<file path="src/rtl/mc_ctrl.sv">
`default_nettype none
// ============================================================================
// Module   : mc_ctrl
// Purpose  : Multi-cycle MIPS32 main controller (FETCH/DECODE/EXE/MEM/WB).
// Revision : 1.0
// ============================================================================
module mc_ctrl #(
    parameter logic [4:0] RA_REG = 5'd31
) (
    input  logic        clk,
    input  logic        rst_n,
    input  logic [31:0] instr,
    input  logic        zero,
    input  logic        dm_rdy,
    output logic        PCWr,
    output logic        IRWr,
    output logic        RFWr,
    output logic        DMWr,
    output logic [1:0]  NPCOp,
    output logic [1:0]  EOp,
    output logic [1:0]  ALUOp,
    output logic        ALUSrc,
    output logic [1:0]  RegDst,
    output logic [1:0]  WDSel,
    output logic [2:0]  state,
    output logic        illegal,
    output logic [31:0] retired
);

    typedef enum logic [2:0] {
        S_FETCH  = 3'd0,
        S_DECODE = 3'd1,
        S_EXE    = 3'd2,
        S_MEM    = 3'd3,
        S_WB     = 3'd4
    } state_t;

    state_t cur_state;

    logic [5:0] opcode;
    logic [5:0] funct;
    logic       is_rtype, is_addu, is_subu, is_jr, is_ori, is_lw, is_sw;
    logic       is_beq, is_lui, is_j, is_jal, is_legal, in_instr;

    // RA_REG is applied by the datapath's RegDst mux; only the opcode/funct fields matter here.
    logic unused_bits;
    assign unused_bits = &{1'b0, instr[25:6], RA_REG};

    assign opcode   = instr[31:26];
    assign funct    = instr[5:0];
    assign is_rtype = (opcode == 6'b000000);
    assign is_addu  = is_rtype && (funct == 6'b100001);
    assign is_subu  = is_rtype && (funct == 6'b100011);
    assign is_jr    = is_rtype && (funct == 6'b001000);
    assign is_ori   = (opcode == 6'b001101);
    assign is_lw    = (opcode == 6'b100011);
    assign is_sw    = (opcode == 6'b101011);
    assign is_beq   = (opcode == 6'b000100);
    assign is_lui   = (opcode == 6'b001111);
    assign is_j     = (opcode == 6'b000010);
    assign is_jal   = (opcode == 6'b000011);
    assign is_legal = is_addu | is_subu | is_jr | is_ori | is_lw | is_sw |
                      is_beq | is_lui | is_j | is_jal;

    assign in_instr = (cur_state == S_DECODE) || (cur_state == S_EXE) ||
                      (cur_state == S_MEM)    || (cur_state == S_WB);
    assign state    = cur_state;

    // Selects depend only on the held instruction so they stay constant from DECODE to WB.
    always_comb begin
        NPCOp  = 2'b00;
        EOp    = 2'b00;
        ALUOp  = 2'b00;
        ALUSrc = 1'b0;
        RegDst = 2'b00;
        WDSel  = 2'b00;
        if (in_instr) begin
            if (is_addu) RegDst = 2'b01;
            if (is_subu) begin ALUOp = 2'b01; RegDst = 2'b01; end
            if (is_jr)   NPCOp = 2'b11;
            if (is_ori)  begin EOp = 2'b01; ALUSrc = 1'b1; ALUOp = 2'b10; end
            if (is_lui)  begin EOp = 2'b10; ALUSrc = 1'b1; ALUOp = 2'b10; end
            if (is_lw)   begin ALUSrc = 1'b1; WDSel = 2'b01; end
            if (is_sw)   ALUSrc = 1'b1;
            if (is_beq)  begin ALUOp = 2'b01; EOp = 2'b11; NPCOp = 2'b01; end
            if (is_j)    NPCOp = 2'b10;
            if (is_jal)  begin NPCOp = 2'b10; RegDst = 2'b10; WDSel = 2'b10; end
        end
    end

    // Write enables are gated by rst_n so they drop the instant reset asserts.
    always_comb begin
        PCWr    = 1'b0;
        IRWr    = 1'b0;
        RFWr    = 1'b0;
        DMWr    = 1'b0;
        illegal = 1'b0;
        case (cur_state)
            S_FETCH:  begin PCWr = 1'b1; IRWr = 1'b1; end
            S_DECODE: begin
                PCWr    = is_j | is_jal | is_jr;
                RFWr    = is_jal;
                illegal = ~is_legal;
            end
            S_EXE:    PCWr = is_beq & zero;
            S_MEM:    DMWr = is_sw;
            S_WB:     RFWr = 1'b1;
            default:  ;
        endcase
        PCWr = PCWr & rst_n;
        IRWr = IRWr & rst_n;
        RFWr = RFWr & rst_n;
        DMWr = DMWr & rst_n;
    end

    always_ff @(posedge clk or negedge rst_n) begin
        if (!rst_n) begin
            cur_state <= S_FETCH;
            retired   <= 32'd0;
        end else begin
            case (cur_state)
                S_FETCH:  cur_state <= S_DECODE;
                S_DECODE: begin
                    if (is_j || is_jal || is_jr) begin
                        cur_state <= S_FETCH;
                        retired   <= retired + 32'd1;
                    end else if (!is_legal) begin
                        cur_state <= S_FETCH;
                    end else begin
                        cur_state <= S_EXE;
                    end
                end
                S_EXE: begin
                    if (is_beq) begin
                        cur_state <= S_FETCH;
                        retired   <= retired + 32'd1;
                    end else if (is_lw || is_sw) begin
                        cur_state <= S_MEM;
                    end else begin
                        cur_state <= S_WB;
                    end
                end
                S_MEM: begin
                    if (dm_rdy) begin
                        if (is_lw) begin
                            cur_state <= S_WB;
                        end else begin
                            cur_state <= S_FETCH;
                            if (is_sw) retired <= retired + 32'd1;
                        end
                    end
                end
                S_WB: begin
                    cur_state <= S_FETCH;
                    retired   <= retired + 32'd1;
                end
                default: cur_state <= S_FETCH;
            endcase
        end
    end

endmodule
`default_nettype wire
</file>
<file path="config.mk">
export PLATFORM = sky130hd
export DESIGN_NAME = mc_ctrl
export DESIGN_NICKNAME = d
export VERILOG_FILES = /design/src/rtl/mc_ctrl.sv
export SDC_FILE = /design/constraint.sdc
export NUM_CORES = 1
export LEC_CHECK = 0
export ABC_AREA = 1
export CORE_AREA = 4 4 86 88
export CTS_BUF_LIST = sky130_fd_sc_hd__clkbuf_8
export CTS_CLUSTER_SIZE = 16
export DETAILED_ROUTE_END_ITERATION = 12
export DIE_AREA = 0 0 90 92
export GPL_TIMING_DRIVEN = 0
export HOLD_SLACK_MARGIN = 0.05
export PLACE_DENSITY_LB_ADDON = 0.05
export SETUP_SLACK_MARGIN = 0.5
export SLEW_MARGIN = 5
export SYNTH_ARGS = -nofsm -noshare
export SYNTH_HDL_FRONTEND = slang
export SYNTH_SLANG_ARGS = --single-unit
</file>
<file path="constraint.sdc">
create_clock -name clk -period 4.4 [get_ports clk]
set_input_delay 0.88 -clock clk [delete_from_list [all_inputs] [get_ports clk]]
set_output_delay 0.88 -clock clk [all_outputs]
set_load 0.05 [all_outputs]
</file>
Yosys cells after proc, flatten, opt, wreduce, memory -nomap -nowiden. Cells that the tools add are included.

Register bits: 35. Logic and storage cells: 96.

Equality and inequality tests: 19. Bitwise gates (word level): 17. Multiplexer cells: 44. Add/sub/neg operators: 1. Reduce and logical (&&, ||, !) cells: 13.

Operators by type and width (count): 32-bit 2-to-1 mux (5); 32-bit case mux with 4 select lines (1); 2-bit 2-to-1 mux (19); 32-bit by 1-bit adder with 32-bit output (second input constant) (1); 6-bit == test (second input constant) (4); 6-bit by 4-bit == test with 1-bit output (second input constant) (3); 6-bit by 2-bit == test with 1-bit output (second input constant) (2); 1-bit 2-to-1 mux (12); 3-bit 2-to-1 mux (4); 3-bit case mux with 4 select lines (1); 1-bit OR (11); 2-bit inequality test (second input constant) (4); 3-bit by 2-bit == test with 1-bit output (second input constant) (2); 6-bit by 3-bit == test with 1-bit output (second input constant) (1); 6-bit zero test (1); 1-bit logical OR (6); 6-bit AND reduction (1); 1-bit AND (5); 4-bit nonzero test (1); 3-bit by 1-bit == test with 1-bit output (second input constant) (1); 3-bit == test (second input constant) (1); 1-bit logical AND (3); 3-bit zero test (1); 1-bit case mux with 3 select lines (1); 3 further kinds (3).

Depth between registers and ports, before layout.
Depth after elaboration: 14. Gate-level depth with buffers: 10. Gate-level depth less buffers: 10.

Worst setup path after synthesis. Ideal clock, no wire load.

Path kind: input to output. From: input port instr[30]. To: output port ALUOp[0]. Stages: 7. Path slack: 899 ps. Data arrival time: 2621 ps. Path buffers: 0. Required time: 3520 ps. Cell sequence: nor2_2 > nand3_1 > inv_1 > nand3_1 > nor2_1 > nand2_1 > o21ai_0.

Longest elaborated chain between the ends: 7. Elaborated cells on any way between the ends: 10.

RTL lines: start, declared (RTL line 12) `input logic [31:0] instr,`; 6-bit zero test (RTL line 51) `assign is_rtype = (opcode == 6'b000000);`; 1-bit logical AND (RTL line 53) `assign is_subu = is_rtype && (funct == 6'b100011);`; 1-bit 2-to-1 mux (RTL line 79) `if (is_subu) begin ALUOp = 2'b01; RegDst = 2'b01; end`; 2-bit 2-to-1 mux (RTL line 81) `if (is_ori) begin EOp = 2'b01; ALUSrc = 1'b1; ALUOp = 2'b10; end`; 2-bit 2-to-1 mux (RTL line 82) `if (is_lui) begin EOp = 2'b10; ALUSrc = 1'b1; ALUOp = 2'b10; end`; 2-bit 2-to-1 mux (*) (RTL line 85) `if (is_beq) begin ALUOp = 2'b01; EOp = 2'b11; NPCOp = 2'b01; end`; 2-bit 2-to-1 mux (*) (RTL line 77) `if (in_instr) begin`; end, declared (RTL line 21) `output logic [1:0] ALUOp,`.

Every way passes the cells marked *; elsewhere a longest branch is shown, timed or not.

Worst setup path after layout.
From: input port instr[26]. To: output port ALUSrc.

Longest elaborated chain between the ends: 6. Elaborated cells on any way between the ends: 9.

RTL lines: 6-bit by 4-bit == test with 1-bit output (RTL line 55) `assign is_ori = (opcode == 6'b001101);`; 1-bit 2-to-1 mux (RTL line 81); 1-bit 2-to-1 mux (RTL line 82); 1-bit 2-to-1 mux (RTL line 83) `if (is_lw) begin ALUSrc = 1'b1; WDSel = 2'b01; end`; 1-bit 2-to-1 mux (*) (RTL line 84) `if (is_sw) ALUSrc = 1'b1;`; 1-bit 2-to-1 mux (*) (RTL line 77); end, declared (RTL line 22) `output logic ALUSrc,`.

Marks and branches as above.

==> impl_metrics.json <==
{
  "status": "finished, final reports clean",
  "synth-simple-area-share_pct": 53.2,
  "syn_nets": 483,
  "grt_pass1_vias": 2823,
  "pin_count": 87,
  "path_max_fanout": 5,
  "dieWidth_um": 90,
  "synth.distinct_cells": 29,
  "synth_top_family_by_area": "simple AND/OR/NAND/NOR gates",
  "cp-end-kind": "output pin",
  "period_minus_slack_ns": 3.77,
  "wire_per_inst_um": 13.2,
  "r2r_slack_ns": 2.27,
  "area_delta_synth_final_pct": 32.7,
  "yosys_warnings": 0,
  "yosys.area_share.adder_pct": 0.459,
  "peakVddDrop_v": 0.000285,
  "yosys_register_bits": 35,
  "core_um2": 6640,
  "synth.most_common_cell": "nand2_1",
  "synthCells": 446,
  "crit_required_ns": 3.52,
  "max_freq_mhz": 265,
  "fin_tns_setup_ns": 0,
  "numCtsBuffers": 5,
  "arrival_ns": 2.89,
  "synthXorXnorAreaFrac_pct": 3.22,
  "synthTopCellsByArea": "dfrtp_1, nand2_1, nor2_1, nand3_1, inv_1",
  "synth_top_cell_by_area": "dfrtp_1",
  "relSlewSlack_pct": 65.3,
  "muxShareOfSynthArea_pct": 0,
  "start_util_pct": 41.0,
  "dieArea_um2": 8280,
  "clock_sinks": 35,
  "dpl_cell_area_um2": 3480,
  "synth-compound-area-share_pct": 3.22,
  "port_buffers": 66,
  "rsz0062_at_grt": "no",
  "synth_flop_cell": "dfrtp_1",
  "synth_edf_count": 0,
  "die_y_um": 92,
  "critPathLaunch": "instr[26]",
  "drc": 0,
  "row_count": 30,
  "yosysSeqAreaShare_pct": 32.2,
  "p_per_area_nw_per_um2": 369,
  "final_util_pct": 54.4,
  "worst_setup_path_start_kind": "primary input",
  "drive_gt1_share_pct": 6.35,
  "wirelength_mm": 7.95,
  "grt_max_degree": 37,
  "diodes": 0,
  "grt_pass1_wl_mm": 13.4,
  "regToRegEndpoint": "retired[26]",
  "synth_top_area_share_pct": 32.2,
  "antenna_left": 0,
  "synth.cell_area_um2": 2720,
  "synthTopCellsByCount": "nand2_1, nor2_1, dfrtp_1, inv_1, nand3_1",
  "hp-class": "reg2reg",
  "critical_path.endpoint": "ALUSrc",
  "clockBufferDepth": 2,
  "final_cell_area_um2": 3610,
  "drt_first_pass_iters": 4,
  "htree_levels": 2,
  "cts_tree": "built",
  "path_clk_slew_ns": 0.08,
  "r2r_start": "retired[0]",
  "rr_worst_depth": 10,
  "nNetsFinal": 556,
  "async_flop_share_pct": 100,
  "post_cts_buffers": 0,
  "first_iter_violations": 174,
  "post-dp-hpwl_mm": 6.37,
  "timing.hold.ws_ns": 0.530,
  "syn_area_per_cell_um2": 6.11,
  "grtUsageTotal_pct": 19.5,
  "ctsRootBufferMaster": "clkbuf_8",
  "finalHoldViolations": 0,
  "setup_violations": 0,
  "maxCapViolCount": 0,
  "period_share_pct": 85.7,
  "leakage_nw": 1.83,
  "fin_skew_ns": 0.00781,
  "via_count": 2938,
  "finalWeightedCongestion": 0.947,
  "crit_type": "in2out",
  "regArea_um2": 876,
  "drv_slew": 0,
  "worst_pin_slew_ns": 0.518,
  "grt_overflow": 0,
  "clock_latency_ns": 0.29,
  "vias_per_cell": 4.90,
  "antenna_found_initial": 0,
  "detailedPlace.worstSlack_ns": 0.259,
  "multi_input_area_um2": 1640,
  "postCtsHoldBufs": 0,
  "fill_cells": 710,
  "worst_slack_ns": 0.629
}
==> how the worst min path moves through the flow <==
stage                start          end  slack (ns)  cells after the start
2_1_floorplan        rst_n   retired[0]        0.58                      0
3_3_place_gp   retired[31]  retired[31]        0.50                      2
3_5_place_dp   retired[31]  retired[31]        0.52                      2
4_1_cts        retired[31]  retired[31]        0.54                      2
5_1_grt        retired[31]  retired[31]        0.57                      2
6_report       retired[31]  retired[31]        0.53                      2
==> cell families (layout without fill, tap and decap cells) <==
kind of cell	count (synthesis)	count (layout)
AO/OA/AOI/OAI	16	16
AND/OR/NAND/NOR	339	339
buffers and inverters	45	119
adder cells (fa/ha/maj)	1	1
flip-flops	35	35
XOR/XNOR	10	10
==> through the flow <==
stage,total power [W],instances
floorplan,0.000839,446
global route,0.00141,600
finish,0.00133,600
global placement,0.00103,592
detailed placement,0.00104,592
CTS,0.00135,600
==> sequential cells by signal (all words and copies together), names as in the netlist <==
| name | flops |
|---|---|
| retired | 32 |
| state | 3 |
==> final cells by class <==
class | count | share of cell area (%)
clock inverters | 2 | 0.969
well taps | 80 | 2.77
plain buffers | 7 | 1.90
flip-flops and latches | 35 | 24.2
inverters | 38 | 3.95
clock buffers | 6 | 2.28
multi-input cells | 366 | 45.3
repair buffers | 66 | 18.6
==> layout by cell type, fill, tap and decap left out, drive strengths merged, types with 3 or more instances in the layout <==
master,instances
o21ai,7
nand3b,15
nor3,5
a21oi,5
dfrtp,35
xor2,3
clkbuf,8
nor2,74
nand2,207
buf,7
dlymetal6s2s,8
clkdlybuf4s50,56
nand3,35
xnor2,7
inv,38
==> worst max-delay path, stage by stage <==
cell,delay (ns)
clkdlybuf4s50_1,0.56
nand2_1,0.07
inv_1,0.07
nand2_1,0.05
nor2_1,0.26
nor2_1,0.10
nor2_1,0.09
clkdlybuf4s50_1,0.81
==> per-layer routing <==
layer  share of wire, %  global-route usage [%]  vias to the layer above
met5                  0                       0                        -
met4                1.1                    4.59                        0
met3                4.1                    2.63                        8
met2                 48                    33.3                       68
met1                 47                    26.1                     1330
li1                   -                       -                     1532
==> what timing repair did <==
action | in CTS | in global routing
resized for setup | 1 | 11
cloned | 0 | 0
endpoints found under the setup margin | 1 | 10
==> power breakdown <==
part	switching (W)	total, W	internal, W
clock network	0.000127	0.000311	0.000184
registers	0.0000426	0.000389	0.000346
logic	0.000431	0.000635	0.000204
total	0.000601	0.00133	0.000733
Power figures use the tool's default switching activity.
